## config.mk

```make
export PLATFORM = sky130hd
export DESIGN_NAME = mult_share_arbiter
export DESIGN_NICKNAME = d
export VERILOG_FILES = /design/src/rtl/mult_arb_pkg.sv /design/src/rtl/mult_rr_pick.sv /design/src/rtl/mult_share_arbiter.sv
export SDC_FILE = /design/constraint.sdc
export NUM_CORES = 1
export LEC_CHECK = 0
export ABC_AREA = 1
export CAP_MARGIN = 20
export CORE_AREA = 2 2 130 132
export CTS_BUF_LIST = sky130_fd_sc_hd__clkbuf_4 sky130_fd_sc_hd__clkbuf_8
export CTS_CLUSTER_SIZE = 16
export DETAILED_ROUTE_END_ITERATION = 10
export DIE_AREA = 0 0 132 134
export GPL_ROUTABILITY_DRIVEN = 0
export PLACE_DENSITY_LB_ADDON = 0.08
export SYNTH_ARGS = -nofsm -noshare
export SYNTH_HDL_FRONTEND = slang
export SYNTH_SLANG_ARGS = --single-unit
export TNS_END_PERCENT = 10
```

## constraint.sdc

```tcl
create_clock -name i_clk -period 3.3 [get_ports i_clk]
set_clock_uncertainty 0.05 [all_clocks]
set_input_delay 0.495 -clock i_clk [delete_from_list [all_inputs] [get_ports i_clk]]
set_output_delay 0.495 -clock i_clk [all_outputs]
set_load 0.02 [all_outputs]
```

## src/rtl/mult_arb_pkg.sv

```systemverilog
// Shared types and defaults for the two-requester multiplier arbiter.
package mult_arb_pkg;

    localparam int MULT_W       = 32;
    localparam int MULT_TIMEOUT = 40;

    typedef enum logic [2:0] {
        ST_IDLE = 3'd0,
        ST_LOAD = 3'd1,
        ST_RUN  = 3'd2,
        ST_WAIT = 3'd3,
        ST_DONE = 3'd4
    } state_t;

    typedef enum logic {
        OWN_A = 1'b0,
        OWN_B = 1'b1
    } owner_t;

endpackage

```

## src/rtl/mult_rr_pick.sv

```systemverilog
// Two-way round-robin pick: with both requesting, the one not served last wins.
module mult_rr_pick
    import mult_arb_pkg::*;
(
    input  logic   i_req_a,
    input  logic   i_req_b,
    input  owner_t i_last,
    output owner_t o_winner,
    output logic   o_valid
);

    always_comb begin
        o_valid  = i_req_a | i_req_b;
        o_winner = OWN_A;
        if (i_req_a && i_req_b) begin
            o_winner = (i_last == OWN_A) ? OWN_B : OWN_A;
        end else if (i_req_b) begin
            o_winner = OWN_B;
        end
    end

endmodule

```

## src/rtl/mult_share_arbiter.sv

```systemverilog
// Shares one multi-cycle multiplier between requesters A and B, with a
// watchdog that aborts an operation whose multiplier never reports ready.
module mult_share_arbiter
    import mult_arb_pkg::*;
#(
    parameter int W       = MULT_W,
    parameter int TIMEOUT = MULT_TIMEOUT
)(
    input  logic           i_clk,
    input  logic           i_rst_n,
    input  logic           i_req_a,
    input  logic           i_req_b,
    input  logic [W-1:0]   i_a_mcand,
    input  logic [W-1:0]   i_a_mplier,
    input  logic [W-1:0]   i_b_mcand,
    input  logic [W-1:0]   i_b_mplier,
    output logic           o_gnt_a,
    output logic           o_gnt_b,
    output logic           o_done_a,
    output logic           o_done_b,
    output logic [2*W-1:0] o_result,
    output logic           o_err,
    output logic [W-1:0]   o_mul_mult,
    output logic [W-1:0]   o_mul_mul,
    output logic           o_mul_load,
    output logic           o_mul_run,
    input  logic [2*W-1:0] i_mul_prod,
    input  logic           i_mul_rdy
);

    localparam int CW = $clog2(TIMEOUT + 1);

    state_t         r_state;
    owner_t         r_owner;
    owner_t         r_last;
    logic [CW-1:0]  r_cnt;
    logic           r_gnt_a;
    logic           r_gnt_b;
    logic           r_done_a;
    logic           r_done_b;
    logic           r_err;
    logic [2*W-1:0] r_result;
    logic [W-1:0]   r_mul_mult;
    logic [W-1:0]   r_mul_mul;
    logic           r_mul_load;
    logic           r_mul_run;

    owner_t         w_winner;
    logic           w_valid;

    mult_rr_pick u_pick (
        .i_req_a  (i_req_a),
        .i_req_b  (i_req_b),
        .i_last   (r_last),
        .o_winner (w_winner),
        .o_valid  (w_valid)
    );

    // Requests are only looked at in IDLE, so req/operand changes during an
    // operation never disturb it; mul_rdy is likewise only trusted in WAIT.
    always_ff @(posedge i_clk) begin
        if (!i_rst_n) begin
            r_state    <= ST_IDLE;
            r_owner    <= OWN_A;
            r_last     <= OWN_B;
            r_cnt      <= '0;
            r_gnt_a    <= 1'b0;
            r_gnt_b    <= 1'b0;
            r_done_a   <= 1'b0;
            r_done_b   <= 1'b0;
            r_err      <= 1'b0;
            r_result   <= '0;
            r_mul_mult <= '0;
            r_mul_mul  <= '0;
            r_mul_load <= 1'b0;
            r_mul_run  <= 1'b0;
        end else begin
            case (r_state)
                ST_IDLE: begin
                    if (w_valid) begin
                        r_owner    <= w_winner;
                        r_last     <= w_winner;
                        r_mul_mult <= (w_winner == OWN_A) ? i_a_mcand  : i_b_mcand;
                        r_mul_mul  <= (w_winner == OWN_A) ? i_a_mplier : i_b_mplier;
                        r_gnt_a    <= (w_winner == OWN_A);
                        r_gnt_b    <= (w_winner == OWN_B);
                        r_mul_load <= 1'b1;
                        r_state    <= ST_LOAD;
                    end
                end
                ST_LOAD: begin
                    r_mul_load <= 1'b0;
                    r_mul_run  <= 1'b1;
                    r_state    <= ST_RUN;
                end
                ST_RUN: begin
                    r_mul_run <= 1'b0;
                    r_cnt     <= '0;
                    r_state   <= ST_WAIT;
                end
                ST_WAIT: begin
                    if (i_mul_rdy) begin
                        r_result <= i_mul_prod;
                        r_err    <= 1'b0;
                        r_done_a <= (r_owner == OWN_A);
                        r_done_b <= (r_owner == OWN_B);
                        r_state  <= ST_DONE;
                    end else if (r_cnt == CW'(TIMEOUT - 1)) begin
                        // The last allowed WAIT cycle passed without ready: abort.
                        r_result <= '0;
                        r_err    <= 1'b1;
                        r_done_a <= (r_owner == OWN_A);
                        r_done_b <= (r_owner == OWN_B);
                        r_state  <= ST_DONE;
                    end else begin
                        r_cnt <= r_cnt + 1'b1;
                    end
                end
                ST_DONE: begin
                    r_done_a <= 1'b0;
                    r_done_b <= 1'b0;
                    r_err    <= 1'b0;
                    r_result <= '0;
                    r_gnt_a  <= 1'b0;
                    r_gnt_b  <= 1'b0;
                    r_state  <= ST_IDLE;
                end
                default: begin
                    r_state <= ST_IDLE;
                end
            endcase
        end
    end

    assign o_gnt_a    = r_gnt_a;
    assign o_gnt_b    = r_gnt_b;
    assign o_done_a   = r_done_a;
    assign o_done_b   = r_done_b;
    assign o_err      = r_err;
    assign o_result   = r_result;
    assign o_mul_mult = r_mul_mult;
    assign o_mul_mul  = r_mul_mul;
    assign o_mul_load = r_mul_load;
    assign o_mul_run  = r_mul_run;

endmodule
```

==> metrics.txt <==
Synth Area in Compound Gates=between 10% and 20%; final setup fails=0; GR Overflow Total=0; synth cell count leaders=444 x nand2_1, 146 x dfxtp_1, 139 x a21oi_1; post-route minimum period=2.01 ns; Final Hold Viols=0; Final Util=between 60% and 70%; Mean Syn Cell Area=6.94 um2; mux cell area share after synthesis=0%; DRC Markers=0; Post-Route M1 WL=8520 um; clock root buffer=clkbuf_8; CTS Buffer Depth=2; Starting Density=37.6%; CP startpoint kind=flop; Area Overhead vs Synth=61.7%; vias per std cell=4.64; Yosys cell types=24; Final ANT Viol Nets=0; worst path cell trace=clkdlybuf4s50_1; worst min path class=reg2reg; sequential area share after synthesis=a little under half; Die ar.=0.0177 mm2; first-pass GRT wire length=32,400 um; Final Cycle Share=60.9%; Die H=134 um; DR WL met3=1560 um; Setup TNS=0 ns; Synth Area in Simple Gates=between 30% and 40%; Synth Area in Adders=0.204%; Setup CP Type=reg2out; Boundary Pins=~330; synthesized flop and latch total=146; final WL=20,600 um; CTS Buf Count=17; Max Used Layer=met4; Synth Net Count=roughly 1,100; Slew HR=50.8%; CTS tree=yes; reg2reg setup slack=around 1.4 ns; most common flop cell mapped by yosys=dfxtp_1; synth top area cells=dfxtp_1 48%, nand2_1 27%, a21oi_1 11%; Worst-Margin Slew=0.738 ns; CP max FO=2; Post-synth EDFFs=0; maxcap violations=0; Setup crit start=o_mul_mult[29]; Yosys Warn Count=0; Final #Nets=1,379; 1st-pass router iterations=5; H-tree depth=4; Clock Latency Late Sink=0.44 ns; largest net degree at the start of global routing=79; CP delay by family, top=buffers and inverters; row count=47; core area=approximately 0.016 mm2; pwr/cell area=about 450 mW/mm2; status=completed; Routed WL per cell=14.6 um; Clock Sinks=around 150; Synth async-reset ratio=0%; Port-buffer cells=331; Detailed Place HPWL=14,400 um; buffers inserted by post-CTS timing repair=0; Synth top area share=a little under half; vias=approximately 6,600; Max stage delay on crit path=0.67 ns; Clk pin slew, worst setup/hold paths=0.09 ns; unrepaired setup endpoints after global routing=false; share of post-route cells with drive strength above 1=4.61%; Fmax=498 MHz; routed length on met2=10,300 um; Final Max Slew Viols=0; VDD IR max=0.000210 V; Crit. End Element=primary output; Leak=3.85 nW; Antenna Diode Count=0; vias in the first global route=6,066; Post-Syn Area=0.00612 mm2; 1st-iter DRT viols=348; cells after synthesis=881; Worst Path Arrival=1.46 ns; HP Start=o_result[54]; initial antenna violation count=0; R2R Path Start=r_state[0]; post-CTS sizing=0; hold_buf cts=0; Buffers & Inverters on Critical Path=1; GRT Util Overall=23.0%; worst path required time=between 2 and 3 ns; Horiz. Die Dim=132 um; post-synthesis xor/xnor area fraction=0%; most common cell in the synthesized netlist=nand2_1; dominant cell type by area after synthesis=dfxtp_1; slowest CP cell=clkdlybuf4s50_1; largest family of logic cells by synthesized area=simple AND/OR/NAND/NOR gates
==> routing by layer <==
layer  global-route usage, %  vias to the layer above
li1                        -                     3398
met1                    27.2                     2909
met2                    39.8                      229
met3                    7.37                       21
met4                    6.94                        0
met5                       0                        -
==> final timing paths <==
check / endpoint / cells past startpoint
worst max register to register: o_mul_mult[11] / 6
worst max-delay path: o_mul_mult[29] / 1
worst min-delay path: o_result[54] / 2
worst min register to register: o_result[54] / 2
==> per-stage QoR <==
| stage | instance area, um2 | power [W] | hold WS [ns] | instances | setup slack [ns] |
|---|---|---|---|---|---|
| floorplan | 6120 | 0.00253 | 0.379 | 881 | 1.76 |
| global placement | 9490 | 0.00307 | 0.396 | 1382 | 1.00 |
| detailed placement | 9490 | 0.00307 | 0.401 | 1382 | 0.959 |
| CTS | 9890 | 0.00454 | 0.416 | 1414 | 1.27 |
| global route | 9890 | 0.00471 | 0.431 | 1414 | 1.24 |
| finish | 9890 | 0.00448 | 0.413 | 1414 | 1.29 |
==> power breakdown <==
part,internal [W],switching [W],total (W),leakage (nW)
logic,0.000527,0.000553,0.00108,2.46
registers,0.00188,0.0000670,0.00195,1.19
clock network,0.000694,0.000762,0.00146,0.197
==> kinds of logic after synthesis <==
| kind of cell | count (synthesis) |
|---|---|
| adders and majority gates | 1 |
| and+or+nand+nor | 516 |
| AOI/OAI and AO/OA | 145 |
| buffers and inverters | 73 |
| DFF | 146 |
==> cell usage in the layout (no fill, tap or decap), types with 4 or more instances in the layout <==
| cell | instances |
|---|---|
| buf_12 | 4 |
| inv_6 | 8 |
| nand2_1 | 443 |
| dfxtp_1 | 146 |
| clkdlybuf4s50_1 | 331 |
| clkbuf_8 | 17 |
| inv_1 | 8 |
| nor2_1 | 16 |
| nand3_1 | 47 |
| a21oi_1 | 139 |
| buf_4 | 6 |
==> cell type report <==
type | instances | area [um2]
clock buffers | 17 | 234
clock inverters | 15 | 169
fillers | 1532 | 6400
inverters | 13 | 51.3
multi-input cells | 662 | 2800
flip-flops and latches | 146 | 2920
well taps | 220 | 275
repair buffers | 341 | 3440
==> registers in the layout (all words and copies together) (netlist names) <==
signal	flops
o_mul_mult	32
o_mul_mul	32
o_result	64
r_cnt	6
r_state	3
o_done_b	1
o_gnt_a	1
o_mul_load	1
r_last	1
o_done_a	1
r_owner	1
o_err	1
o_gnt_b	1
o_mul_run	1
No activity file was read; power rests on OpenSTA's default activity.
